==> src/rtl/wir_load_sequencer.sv <==
// IEEE 1500 WIR load sequencer: capture (optional), shift opcode
// LSB first, update, then a one-cycle done pulse with readback.
module wir_load_sequencer #(
  parameter int WIR_LEN = 12
) (
  input  logic               CLK,
  input  logic               WRST,
  input  logic               req,
  input  logic [WIR_LEN-1:0] instr,
  input  logic               capture_en,
  input  logic               abort,
  input  logic               wir_so,
  output logic               wir_si,
  output logic               wir_capture,
  output logic               wir_shift,
  output logic               wir_update,
  output logic               busy,
  output logic               done,
  output logic               aborted,
  output logic [WIR_LEN-1:0] readback
);

  localparam int CW = $clog2(WIR_LEN) + 1;
  localparam logic [CW-1:0] LAST = CW'(WIR_LEN - 1);

  typedef enum logic [2:0] {
    IDLE,
    CAPTURE,
    SHIFT,
    UPDATE,
    DONE
  } state_t;

  state_t             state_q, state_d;
  logic [WIR_LEN-1:0] sh_q, sh_d;
  logic [WIR_LEN-1:0] rb_q, rb_d;
  logic [WIR_LEN-1:0] rbk_q, rbk_d;
  logic [CW-1:0]      cnt_q, cnt_d;
  logic               ab_q, ab_d;

  // State and datapath registers, synchronous reset
  always_ff @(posedge CLK) begin
    if (WRST) begin
      state_q <= IDLE;
      sh_q    <= '0;
      rb_q    <= '0;
      rbk_q   <= '0;
      cnt_q   <= '0;
      ab_q    <= 1'b0;
    end else begin
      state_q <= state_d;
      sh_q    <= sh_d;
      rb_q    <= rb_d;
      rbk_q   <= rbk_d;
      cnt_q   <= cnt_d;
      ab_q    <= ab_d;
    end
  end

  // Next-state and datapath update; abort beats req, commits after SHIFT
  always_comb begin
    state_d = state_q;
    sh_d    = sh_q;
    rb_d    = rb_q;
    rbk_d   = rbk_q;
    cnt_d   = cnt_q;
    ab_d    = 1'b0;
    case (state_q)
      IDLE: begin
        if (req && !abort) begin
          sh_d    = instr;
          cnt_d   = '0;
          state_d = capture_en ? CAPTURE : SHIFT;
        end
      end
      CAPTURE: begin
        if (abort) begin
          state_d = IDLE;
          ab_d    = 1'b1;
        end else begin
          state_d = SHIFT;
        end
      end
      SHIFT: begin
        if (abort) begin
          state_d = IDLE;
          ab_d    = 1'b1;
        end else begin
          sh_d  = {1'b0, sh_q[WIR_LEN-1:1]};
          rb_d  = {wir_so, rb_q[WIR_LEN-1:1]};
          cnt_d = cnt_q + 1'b1;
          if (cnt_q == LAST) state_d = UPDATE;
        end
      end
      UPDATE: begin
        rbk_d   = rb_q;
        state_d = DONE;
      end
      DONE:    state_d = IDLE;
      default: state_d = IDLE;
    endcase
  end

  // Strobes decoded from registered state only
  always_comb begin
    wir_si      = sh_q[0];
    wir_capture = (state_q == CAPTURE);
    wir_shift   = (state_q == SHIFT);
    wir_update  = (state_q == UPDATE);
    busy        = (state_q != IDLE);
    done        = (state_q == DONE);
    aborted     = ab_q;
    readback    = rbk_q;
  end

endmodule

==> config.mk <==
export PLATFORM = sky130hd
export DESIGN_NAME = wir_load_sequencer
export DESIGN_NICKNAME = d
export VERILOG_FILES = /design/src/rtl/wir_load_sequencer.sv
export SDC_FILE = /design/constraint.sdc
export NUM_CORES = 1
export LEC_CHECK = 0
export ABC_AREA = 1
export BUFFER_PORTS_ARGS = -buffer_cell sky130_fd_sc_hd__buf_2
export CORE_UTILIZATION = 45
export CTS_BUF_LIST = sky130_fd_sc_hd__clkbuf_16
export DETAILED_ROUTE_END_ITERATION = 8
export MAX_ROUTING_LAYER = met4
export PLACE_DENSITY = 0.67
export SLEW_MARGIN = 40
export SYNTH_ARGS = -nofsm -noshare
export SYNTH_HDL_FRONTEND = slang
export SYNTH_SLANG_ARGS = --single-unit
==> constraint.sdc <==
create_clock -name CLK -period 1.3 [get_ports CLK]
set_input_delay 0.26 -clock CLK [delete_from_list [all_inputs] [get_ports CLK]]
set_output_delay 0.26 -clock CLK [all_outputs]
set_load 0.01 [all_outputs]
-- After elaboration in Yosys (flattened, before gate mapping)
Cells that the tools add are included.
- flip-flop bits (word level): 45
- output and inout bits: 19
- add/sub/neg operators: 1
- eq/ne operators: 8
- muxes and demuxes: 13
- bitwise operators: 2
- reduce and logical (&&, ||, !) cells: 10
- operators by type and width (cell ; number):
    12-bit 2-to-1 mux ; 2
    12-bit one-hot mux with 2 select lines ; 1
    3-bit one-hot mux with 4 select lines ; 1
    5-bit 2-to-1 mux ; 2
    5-bit one-hot mux with 2 select lines ; 1
    3-bit 2-to-1 mux ; 3
    3-bit by 2-bit == test with 1-bit output (second input constant) ; 2
    5-bit by 1-bit adder with 5-bit output (second input constant) ; 1
    5-bit by 4-bit == test with 1-bit output (second input constant) ; 1
    2-bit 2-to-1 mux ; 2
    2-bit != test (second input constant) ; 2
    2-bit AND reduction ; 2
    2-bit OR reduction ; 2
    3-bit by 1-bit == test with 1-bit output (second input constant) ; 1
    3-bit == test (second input constant) ; 1
    3-bit logical NOT ; 1
    3-bit by 2-bit != test with 1-bit output (second input constant) ; 1
    3-bit AND reduction ; 1
    3-bit nonzero test ; 1
    1-bit inverter ; 2
    2-bit nonzero test ; 1
    1-bit logical AND ; 1
    1-bit logical NOT ; 1
    1-bit 2-to-1 mux ; 1

-- Logic depth before layout (Yosys ltp)
Gate-level depths: netlist (run 1).
- word-level depth: 4
- depth in mapped cells: 8

-- Worst setup path after synthesis (run 1)
Ideal clock, no wire load.
- path kind: register to register
- from: register state_q[1]
- to: register cnt_q[2]
- setup time: 117 ps
- data arrival time: 1075 ps
- data required time: 1183 ps
- path slack: 108 ps
- stages on the path, launching flop included: 7
- path buffers: 2
- clock period less this slack: 1192 ps
- cells stage by stage: dfxtp_1 > buf_6 > o211ai_4 > inv_4 > buf_6 > a21oi_1 > nor2_1
- cells in the longest elaborated chain, start to end: 3
- elaborated cells on any way between the ends: 7
- ends and longest elaborated chain (what ; RTL line ; RTL):
    start, declared ; 34 ; state_t state_q, state_d;
    start signal, assigned ; 51 ; state_q <= state_d;
    3-bit by 2-bit == test with 1-bit output / 3-bit logical NOT (equally long branches) ; 68 ; case (state_q)
    2-bit != test (no line) / 2-bit nonzero test (equally long branches) ; n/a ;
    3-bit AND reduction (no line) ; n/a ;
    end signal, assigned ; 55 ; cnt_q <= cnt_d;
    end, declared ; 38 ; logic [CW-1:0] cnt_q, cnt_d;
Parallel ways exist; a longest one is shown, timed or not.
A chain may end at the register's enable or synchronous reset.

-- Final worst setup path (run 1)
- from: register state_q[1]
- to: output port wir_capture
- cells in the longest elaborated chain, start to end: 1
- ends and longest elaborated chain (what ; RTL line ; RTL):
    3-bit by 1-bit == test with 1-bit output ; 107 ; wir_capture = (state_q == CAPTURE);
    end, declared ; 14 ; output logic wir_capture,
No other way between the ends.

==> results.toml, run 1 <==
[power_and_ir_drop]
p_int_mw = 2.58
p_comb_share_pct = 15.9
switching_share_pct = 24.4
peakVddDrop_v = 0.000822
pwr-share-clk_pct = 40.5
seqPwrFrac_pct = 43.6
leakage_nw = 1.14
p_sw_mw = 0.832
power.density_mw_per_mm2 = 1320

[sta]
fin_crit_ns = 1.34
tightest_slew_ns = 0.549
max-slew-margin-rel_pct = 63.4
rsz0062_at_grt = "yes"
finalCritPeriodShare_pct = 103
clock_skew_ns = 0.00643
final-hold-violation-count = 0
fin_tns_setup_ns = -0.137
fmax_mhz = 746
setup_viol = 5
postLayoutSetupSlackWorst_ns = -0.0406
slew_violations = 0

[placed_design]
dp_hpwl_um = 2630
postPlaceCellArea_mm2 = 0.00217
port_buffers = 36
place_congestion = 0.791
preCtsSetupSlack_ns = 0.0441
dp_cells = 344

[clock_tree]
clockBufferDepth = 2
cts.sinks = 45
clk_pin_slew_worst_paths_ns = 0.06
clk_root_buffer_cell = "clkbuf_16"
clk_latency_ns = 0.28
cts_max_level = 2
cts_tree = "done"
cts_buffers = 5

[floorplan]
start_util_pct = 47.7
io_pins = 37
die_area_mm2 = 0.00457
die_y_um = 67.6
die_w_um = 67.6
rows = 23
core-area_mm2 = 0.00406

[finish]
nFillCells = 376
areaGrowthSynthToFinish_pct = 33.1
postLayoutCellArea_mm2 = 0.00258
mostFrequentLayoutCells = "nand2_1 (62), dfxtp_1 (41), buf_2 (33), nor2_1 (26), a21oi_1 (21)"
antenna_cells = 0
drive_gt1_share_pct = 34.6
fin_cells = 362
fin_nets = 331
final_common_cell = "nand2_1"

[worst_setup_path]
crit_path_end_kind = "primary output"
crit_cells = 4
path_max_fanout = 4
critical-path-top-delay-family = "flip-flops"
worst_r2r_path_depth = 7
cp.required_ns = 1.04
arrival_ns = 1.08
start_kind = "register"
cp_slowest_stage_delay_ns = 0.39
criticalPathCategory = "reg2out"
path_cells = "clkinvlp_4 > nand2_2 > inv_1 > buf_2"
path_buf_inv = 3
slowest_stage = "dfxtp_4"

[yosys]
ys_types = 27
synth_nets = 280
ys_ff_latch = 45
synthCells = 261
syn_area_mm2 = 0.00194
yosys_warnings = 0
ys_seq_area_share_pct = 46.5
syn_avg_cell_area_um2 = 7.42

[routing]
ant_nets = 0
vias = 1762
via_per_inst = 4.87
drt_iter0_markers = 76
finalWirelength_um = 4110
post_drt_wl_per_cell_um = 11.4
drcViolationCount = 0
drtPass1Iterations = 4

[min_path]
hold_path.class = "in2reg"
hold_depth = 3

[run_status]
status = "complete, but fails checks"
violations = "negative setup slack"

[grt]
grt_use_total_pct = 19.2
grt_overflow = 0
grt_pass1_vias = 1505
grt_pass1_wl_um = 6400
grt_max_degree = 26
grt_antenna_before_repair = 0

[run]
maxCapViolCount = 0
synthesized netlist by cell type:
master	n	area [µm²]
a211oi_1	1	7.51
a21oi_1	29	145
a21oi_2	5	43.8
buf_1	1	3.75
buf_2	1	5.00
buf_4	1	7.51
buf_6	6	67.6
clkbuf_1	6	22.5
clkinv_2	1	5.00
dfxtp_1	45	901
ha_1	1	12.5
inv_1	17	63.8
inv_2	1	3.75
inv_4	1	6.26
nand2_1	71	267
nand2_2	1	6.26
nand2_4	1	11.3
nand3_1	15	75.1
nor2_1	27	101
nor2_2	1	6.26
nor2_4	1	11.3
nor3_1	3	15.0
o211ai_1	1	7.51
o211ai_4	1	21.3
o21ai_0	21	105
o21ai_1	1	5.00
xnor2_1	1	8.76
routing by layer:
metal | global-route usage, % | up-vias | part of all wire [%]
met3 | 5.74 | 2 | 3.6
met2 | 32.5 | 36 | 51
li1 | - | 935 | -
met5 | - | - | 0
met4 | 5.05 | 0 | 0.24
met1 | 21.7 | 789 | 46
area by class of cell:
type	count	area, µm²	share of cell area, %
repair buffers	58	407	15.8
inverters	20	91.3	3.55
well taps	50	62.6	2.43
repair inverters	1	6.26	0.243
flip-flops and latches	45	908	35.3
clock buffers	5	125	4.86
multi-input cells	181	941	36.5
clock inverters	2	35.0	1.36
power by group through the flow:
stage | registers, mW | clock network, mW | logic [mW]
2_1_floorplan | 1.50 | 0 | 0.309
6_report | 1.49 | 1.38 | 0.543
5_1_grt | 1.49 | 1.46 | 0.604
4_1_cts | 1.48 | 1.41 | 0.449
3_5_place_dp | 1.51 | 0 | 0.409
3_3_place_gp | 1.51 | 0 | 0.405
worst min-delay path: cells and delay by family:
family,cells,cell delay (ns)
AOI/OAI and AO/OA,1,0.05
buffers and inverters,1,0.09
and+or+nand+nor,1,0.07
kinds of logic after synthesis:
group,after synthesis,share of synthesized area [%]
compound gates,59,17.3
simple gates,120,25.5
xor+xnor,1,0.453
fa+ha+maj,1,0.646
flops,45,46.5
buf+inv,35,9.57
final timing paths:
check,from,to,slack [ns]
worst max-delay path,state_q[1],wir_capture,-0.04
worst min-delay path,wir_so,rb_q[11],0.24
worst max register to register,state_q[2],cnt_q[1],-0.03
worst min register to register,rb_q[0],readback[0],0.46
registers in the layout, summed over array words and instances, names as in the netlist:
name / count
state_q: 3
sh_q: 12
rb_q: 12
cnt_q: 5
readback: 12
aborted: 1
per-stage QoR:
| step | hold slack, ns | utilization, % | total power, mW |
|---|---|---|---|
| after floorplan | 0.420 | - | 1.81 |
| after global placement | 0.447 | 53.6 | 1.92 |
| after detailed placement | 0.456 | 53.6 | 1.92 |
| after CTS | 0.240 | 59.5 | 3.35 |
| after global routing | 0.250 | 63.5 | 3.56 |
| final | 0.243 | 63.5 | 3.41 |
what timing repair did:
action | in CTS | in global routing
gates resized for setup | 16 | 38
setup buffers | 4 | 5
hold buffers | 0 | 0
pin swaps | 2 | 7
gates cloned | 0 | 2
endpoints found under the setup margin | 5 | 23
Power figures use the tool's default switching activity.
==> inputs of run 2 (changes only) <==
--- a/config.mk
+++ b/config.mk
@@ -12,6 +12,7 @@
 export DETAILED_ROUTE_END_ITERATION = 8
 export MAX_ROUTING_LAYER = met4
 export PLACE_DENSITY = 0.67
+export RECOVER_POWER = 25
 export SLEW_MARGIN = 40
 export SYNTH_ARGS = -nofsm -noshare
 export SYNTH_HDL_FRONTEND = slang
==> run 2 against run 1 <==
Final cell count is the same; largest cell class unchanged; hold slack hardly changed; register-to-register slack barely moved; the flow still finishes with violations (negative setup slack); sequential share of layout area up 0.10 points; sequential power barely moved; core utilization fell by 0.19 points; highest routed layer unchanged.
==> results.toml, run 2 (synthesis gave the netlist of run 1 again) <==
[grt]
grt_use_total_pct = 19.2
grt_antenna_before_repair = 0
grt_pass1_vias = 1505
grt_max_degree = 26
grt_overflow = 0
grt_pass1_wl_um = 6400

[clock_tree]
clk_pin_slew_worst_paths_ns = 0.06
cts.sinks = 45
cts_tree = "done"
cts_max_level = 2
clk_root_buffer_cell = "clkbuf_16"
cts_buffers = 5
clockBufferDepth = 2
clk_latency_ns = 0.28

[worst_setup_path]
worst_r2r_path_depth = 7
rr_startpoint = "state_q[2]"
slowest_stage = "dfxtp_4"
reg2reg_to = "cnt_q[1]"
cp_slowest_stage_delay_ns = 0.39
cp.required_ns = 1.04
critical-path-top-delay-family = "flip-flops"
criticalPathCategory = "reg2out"
path_max_fanout = 4
path_cells = "clkinvlp_4 > nand2_2 > inv_1 > buf_2"
path_buf_inv = 3
start_kind = "register"
crit_start = "state_q[1]"
arrival_ns = 1.08
r2r_setup_slack_ns = -0.03
crit_path_end_kind = "primary output"

[finish]
mostFrequentLayoutCells = "nand2_1 (62), dfxtp_1 (41), buf_2 (27), nor2_1 (26), a21oi_1 (21)"
areaGrowthSynthToFinish_pct = 32.7
fin_nets = 331
drive_gt1_share_pct = 32.7
antenna_cells = 0
final_common_cell = "nand2_1"
fin_cells = 362
postLayoutCellArea_mm2 = 0.00257
final_util_pct = 63.3

[sta]
fmax_mhz = 746
max-slew-margin-rel_pct = 63.5
setup_viol = 5
final-hold-violation-count = 0
fin_crit_ns = 1.34
rsz0062_at_grt = "yes"
hold_ws_ns = 0.243
slew_violations = 0
tightest_slew_ns = 0.547
postLayoutSetupSlackWorst_ns = -0.0402
clock_skew_ns = 0.00616
finalCritPeriodShare_pct = 103

[run_status]
status = "complete, but fails checks"
violations = "negative setup slack"

[floorplan]
die_y_um = 67.6
io_pins = 37
die_area_mm2 = 0.00457
die_w_um = 67.6
rows = 23
start_util_pct = 47.7
core-area_mm2 = 0.00406

[power_and_ir_drop]
leakage_nw = 1.11
power.density_mw_per_mm2 = 1330
peakVddDrop_v = 0.000822
total_power_mw = 3.41

[routing]
via_per_inst = 4.88
vias = 1766
ant_nets = 0
drcViolationCount = 0
drt_iter0_markers = 78
post_drt_wl_per_cell_um = 11.4
finalWirelength_um = 4130
drtPass1Iterations = 5

[placed_design]
place_congestion = 0.791
dp_hpwl_um = 2630
dp_cells = 344
postPlaceCellArea_mm2 = 0.00217
port_buffers = 36

[min_path]
hold_start = "wir_so"
hold_depth = 3
hold_path.class = "in2reg"
worstHoldEndpoint = "rb_q[11]"

[run]
maxCapViolCount = 0
[run 2: cell types whose count changed in the layout (fill, tap and decap cells not counted), sizes merged]
cell	delta
clkbuf	+6
buf	-6
[run 2: cell type report]
cell class,instances,area [µm²]
clock buffer,5,125
inverter,20,91.3
fill,382,1490
sequential,45,908
tap,50,62.6
clock inverter,2,35.0
timing repair inverter,1,6.26
multi-input combinational,181,941
timing repair buffer,58,399
[run 2: worst register-to-register path: cells and delay by family, from the launching register on]
family	cells	cell delay, ns
compound gates	2	0.25
flops	1	0.34
simple gates	2	0.21
buf+inv	3	0.41
[run 2: worst max path at each step]
stage / to / slack [ns] / cells past startpoint
after floorplan: cnt_q[2] / 0.11 / 6
after global placement: wir_capture / 0.06 / 4
after detailed placement: sh_q[4] / 0.04 / 7
after CTS: wir_update / -0.04 / 5
after global routing: cnt_q[1] / -0.1 / 7
final: wir_capture / -0.04 / 4
[run 2: stage by stage]
stage / setup TNS, ns / worst slack, ns
final: -0.137 / -0.0402
after global routing: -1.07 / -0.0979
after CTS: -0.0869 / -0.0373
after detailed placement: 0 / 0.0441
after global placement: 0 / 0.0615
after floorplan: 0 / 0.108
[run 2: layer usage]
| layer | GRT usage (%) | share of wire [%] | up-vias |
|---|---|---|---|
| met5 | - | 0 | - |
| met4 | 5.05 | 0.24 | 0 |
| met3 | 5.74 | 3.9 | 2 |
| met2 | 32.5 | 50 | 37 |
| met1 | 21.7 | 46 | 792 |
| li1 | - | - | 935 |
[run 2: timing repair]
action / 4_1_cts / 5_1_grt
pin swaps: 2 / 7
cloned: 0 / 2
gates resized for setup: 16 / 38
buffers inserted: 4 / 5
endpoints found under the setup margin: 5 / 23
hold buffers: 0 / 0
[run 2: power by group]
part           switching, mW  internal [mW]
clock                  0.491          0.891
sequential            0.0433           1.44
combinational          0.298          0.244
total                  0.832           2.58
==> inputs of run 3 (changes only) <==
--- a/config.mk
+++ b/config.mk
@@ -5,7 +5,6 @@
 export SDC_FILE = /design/constraint.sdc
 export NUM_CORES = 1
 export LEC_CHECK = 0
-export ABC_AREA = 1
 export BUFFER_PORTS_ARGS = -buffer_cell sky130_fd_sc_hd__buf_2
 export CORE_UTILIZATION = 45
 export CTS_BUF_LIST = sky130_fd_sc_hd__clkbuf_16
==> run 3 against run 2 <==
The run still ends with negative setup slack left; clock skew rose by 0.00054 ns; synthesized cell count fell by 13%; hold slack got worse by 0.034 ns.
==> results.toml, run 3 <==
[yosys]
yosysTopAreaCellShare_pct = 47.2
synth_common_cells = "nand2_1 (72), dfxtp_1 (45), a21oi_1 (39)"
synth_nets = 245
synthCells = 226
synth_enable_flop_cells = 0
ys_types = 34
synth_top_area_cell = "dfxtp_1"
netlist_top_cells_area = "dfxtp_1 (47%), nand2_1 (14%), a21oi_1 (10%)"
ys_seq_area_share_pct = 47.2
async_flop_share_pct = 0
synth.most_common_cell = "nand2_1"
syn_area_mm2 = 0.00191
synth_flop_cell = "dfxtp_1"
syn_avg_cell_area_um2 = 8.45
yosys_warnings = 0
ys_ff_latch = 45

[routing]
finalWirelength_um = 4950
ant_nets = 0
drtPass1Iterations = 4
post_drt_wl_per_cell_um = 14.7
via_per_inst = 5.44
drt_iter0_markers = 89
drcViolationCount = 0
vias = 1829

[grt]
grt_use_total_pct = 23.0
grt_pass1_vias = 1669
grt_max_degree = 41
grt_overflow = 0
grt_antenna_before_repair = 0
grt_pass1_wl_um = 7520

[clock_tree]
cts_hold_buf = 0
cts_max_level = 2
clockBufferDepth = 2
cts_tree = "done"
cts.sinks = 45
cts_buffers = 5
clk_root_buffer_cell = "clkbuf_16"
clk_pin_slew_worst_paths_ns = 0.06
clk_latency_ns = 0.29

[run]
maxCapViolCount = 0

[worst_setup_path]
crit_path_end_kind = "primary output"
path_cells = "or3b_4 > inv_8 > buf_6"
path_buf_inv = 2
cp_slowest_stage_delay_ns = 0.44
arrival_ns = 1.27
rr_startpoint = "state_q[0]"
cp.required_ns = 1.04
path_max_fanout = 3
slowest_stage = "or3b_4"
reg2reg_to = "state_q[2]"
worst_r2r_path_depth = 6
start_kind = "register"
criticalPathCategory = "reg2out"
r2r_setup_slack_ns = -0.18
critical-path-top-delay-family = "simple AND/OR/NAND/NOR gates"

[sta]
final-hold-violation-count = 0
clock_skew_ns = 0.00671
fin_crit_ns = 1.53
setup_viol = 36
finalCritPeriodShare_pct = 118
slew_violations = 0
postLayoutSetupSlackWorst_ns = -0.234
tightest_slew_ns = 0.280
max-slew-margin-rel_pct = 81.3
rsz0062_at_grt = "yes"
fmax_mhz = 652

[floorplan]
die_area_mm2 = 0.00451
io_pins = 37
die_y_um = 67.1
die_w_um = 67.1
core-area_mm2 = 0.00403
rows = 23
start_util_pct = 47.4

[power_and_ir_drop]
power.density_mw_per_mm2 = 1190
peakVddDrop_v = 0.000540
leakage_nw = 1.04
total_power_mw = 3.27

[placed_design]
port_buffers = 36
dp_hpwl_um = 2790
place_congestion = 0.820
dp_cells = 313

[finish]
mostFrequentLayoutCells = "nand2_1 (58), dfxtp_1 (42), a21oi_1 (31), buf_2 (30), buf_4 (17)"
final_util_pct = 68.5
antenna_cells = 0
final_common_cell = "nand2_1"
areaGrowthSynthToFinish_pct = 44.5
drive_gt1_share_pct = 44.8
fin_cells = 336
fin_nets = 304

[min_path]
hold_path.class = "in2reg"
worstHoldEndpoint = "sh_q[11]"
hold_depth = 2
hold_start = "WRST"

[run_status]
violations = "negative setup slack"
status = "complete, but fails checks"
==> run 3: changes by cell type after synthesis, moves of 3 or more <==
| cell | before | now |
|---|---|---|
| a21oi_1 | 29 | 39 |
| a21oi_2 | 5 | 0 |
| a311oi_1 | 0 | 8 |
| a311oi_2 | 0 | 6 |
| buf_2 | 1 | 5 |
| buf_6 | 6 | 1 |
| inv_1 | 17 | 2 |
| nand3_1 | 15 | 2 |
| nor2_1 | 27 | 5 |
| nor3b_1 | 0 | 3 |
| o21ai_0 | 21 | 3 |
==> run 3: what timing repair did <==
action | CTS | global route
gates cloned | 2 | 0
setup endpoints to repair | 36 | 50
gates resized for setup | 35 | 37
pin swaps | 16 | 10
setup buffers | 14 | 1
==> run 3: final cells by class <==
| type | count | area, µm² |
|---|---|---|
| fillers | 342 | 1270 |
| inverters | 3 | 18.8 |
| multi-input cells | 161 | 1090 |
| repair buffers | 69 | 512 |
| well taps | 50 | 62.6 |
| clock buffers | 5 | 125 |
| clock inverters | 3 | 41.3 |
| flip-flops and latches | 45 | 910 |
==> run 3: stage by stage <==
stage	setup WS (ns)	hold WS (ns)	TNS, ns	cell area (µm²)
floorplan	-0.0825	0.396	-1.52	1940
global placement	-0.0581	0.440	-0.820	2220
CTS	-0.221	0.208	-3.71	2630
detailed placement	-0.0982	0.444	-1.68	2220
global route	-0.261	0.212	-5.17	2760
finish	-0.234	0.209	-3.78	2760
==> run 3: logic make-up after synthesis <==
kind of cell | after synthesis | share of synthesized area [%]
DFF | 45 | 47.2
buffers and inverters | 20 | 6.16
muxes | 2 | 1.05
and+or+nand+nor | 96 | 22.9
AOI/OAI and AO/OA | 62 | 22.1
adders and majority gates | 1 | 0.655
==> run 3: worst max-delay path by stage <==
stage               depth (start not counted)  slack, ns  startpoint          to
floorplan                                   6      -0.08  state_q[0]     sh_q[4]
global placement                            4      -0.06  state_q[2]  state_q[1]
detailed placement                          4       -0.1  state_q[0]     sh_q[0]
CTS                                         3      -0.22  state_q[0]        busy
global route                                3      -0.26  state_q[0]        busy
finish                                      3      -0.23  state_q[2]   wir_shift
==> run 3: worst register-to-register path, delay by kind of cell, from the launching register on <==
family | cells | cell delay (ns)
buf+inv | 3 | 0.38
simple gates | 2 | 0.47
compound gates | 1 | 0.17
flops | 1 | 0.35
==> run 3: power breakdown <==
| part | total (mW) | switching [mW] | internal, mW | leakage (nW) |
|---|---|---|---|---|
| logic | 0.410 | 0.210 | 0.199 | 0.594 |
| clock network | 1.42 | 0.522 | 0.899 | 0.0775 |
| registers | 1.44 | 0.0288 | 1.41 | 0.367 |
==> run 3: metal layers <==
layer  global-route usage [%]  wire length, µm
met4                     6.91               65
met3                     6.25              175
met2                     38.1             2510
met5                        -                0
met1                     27.1             2200
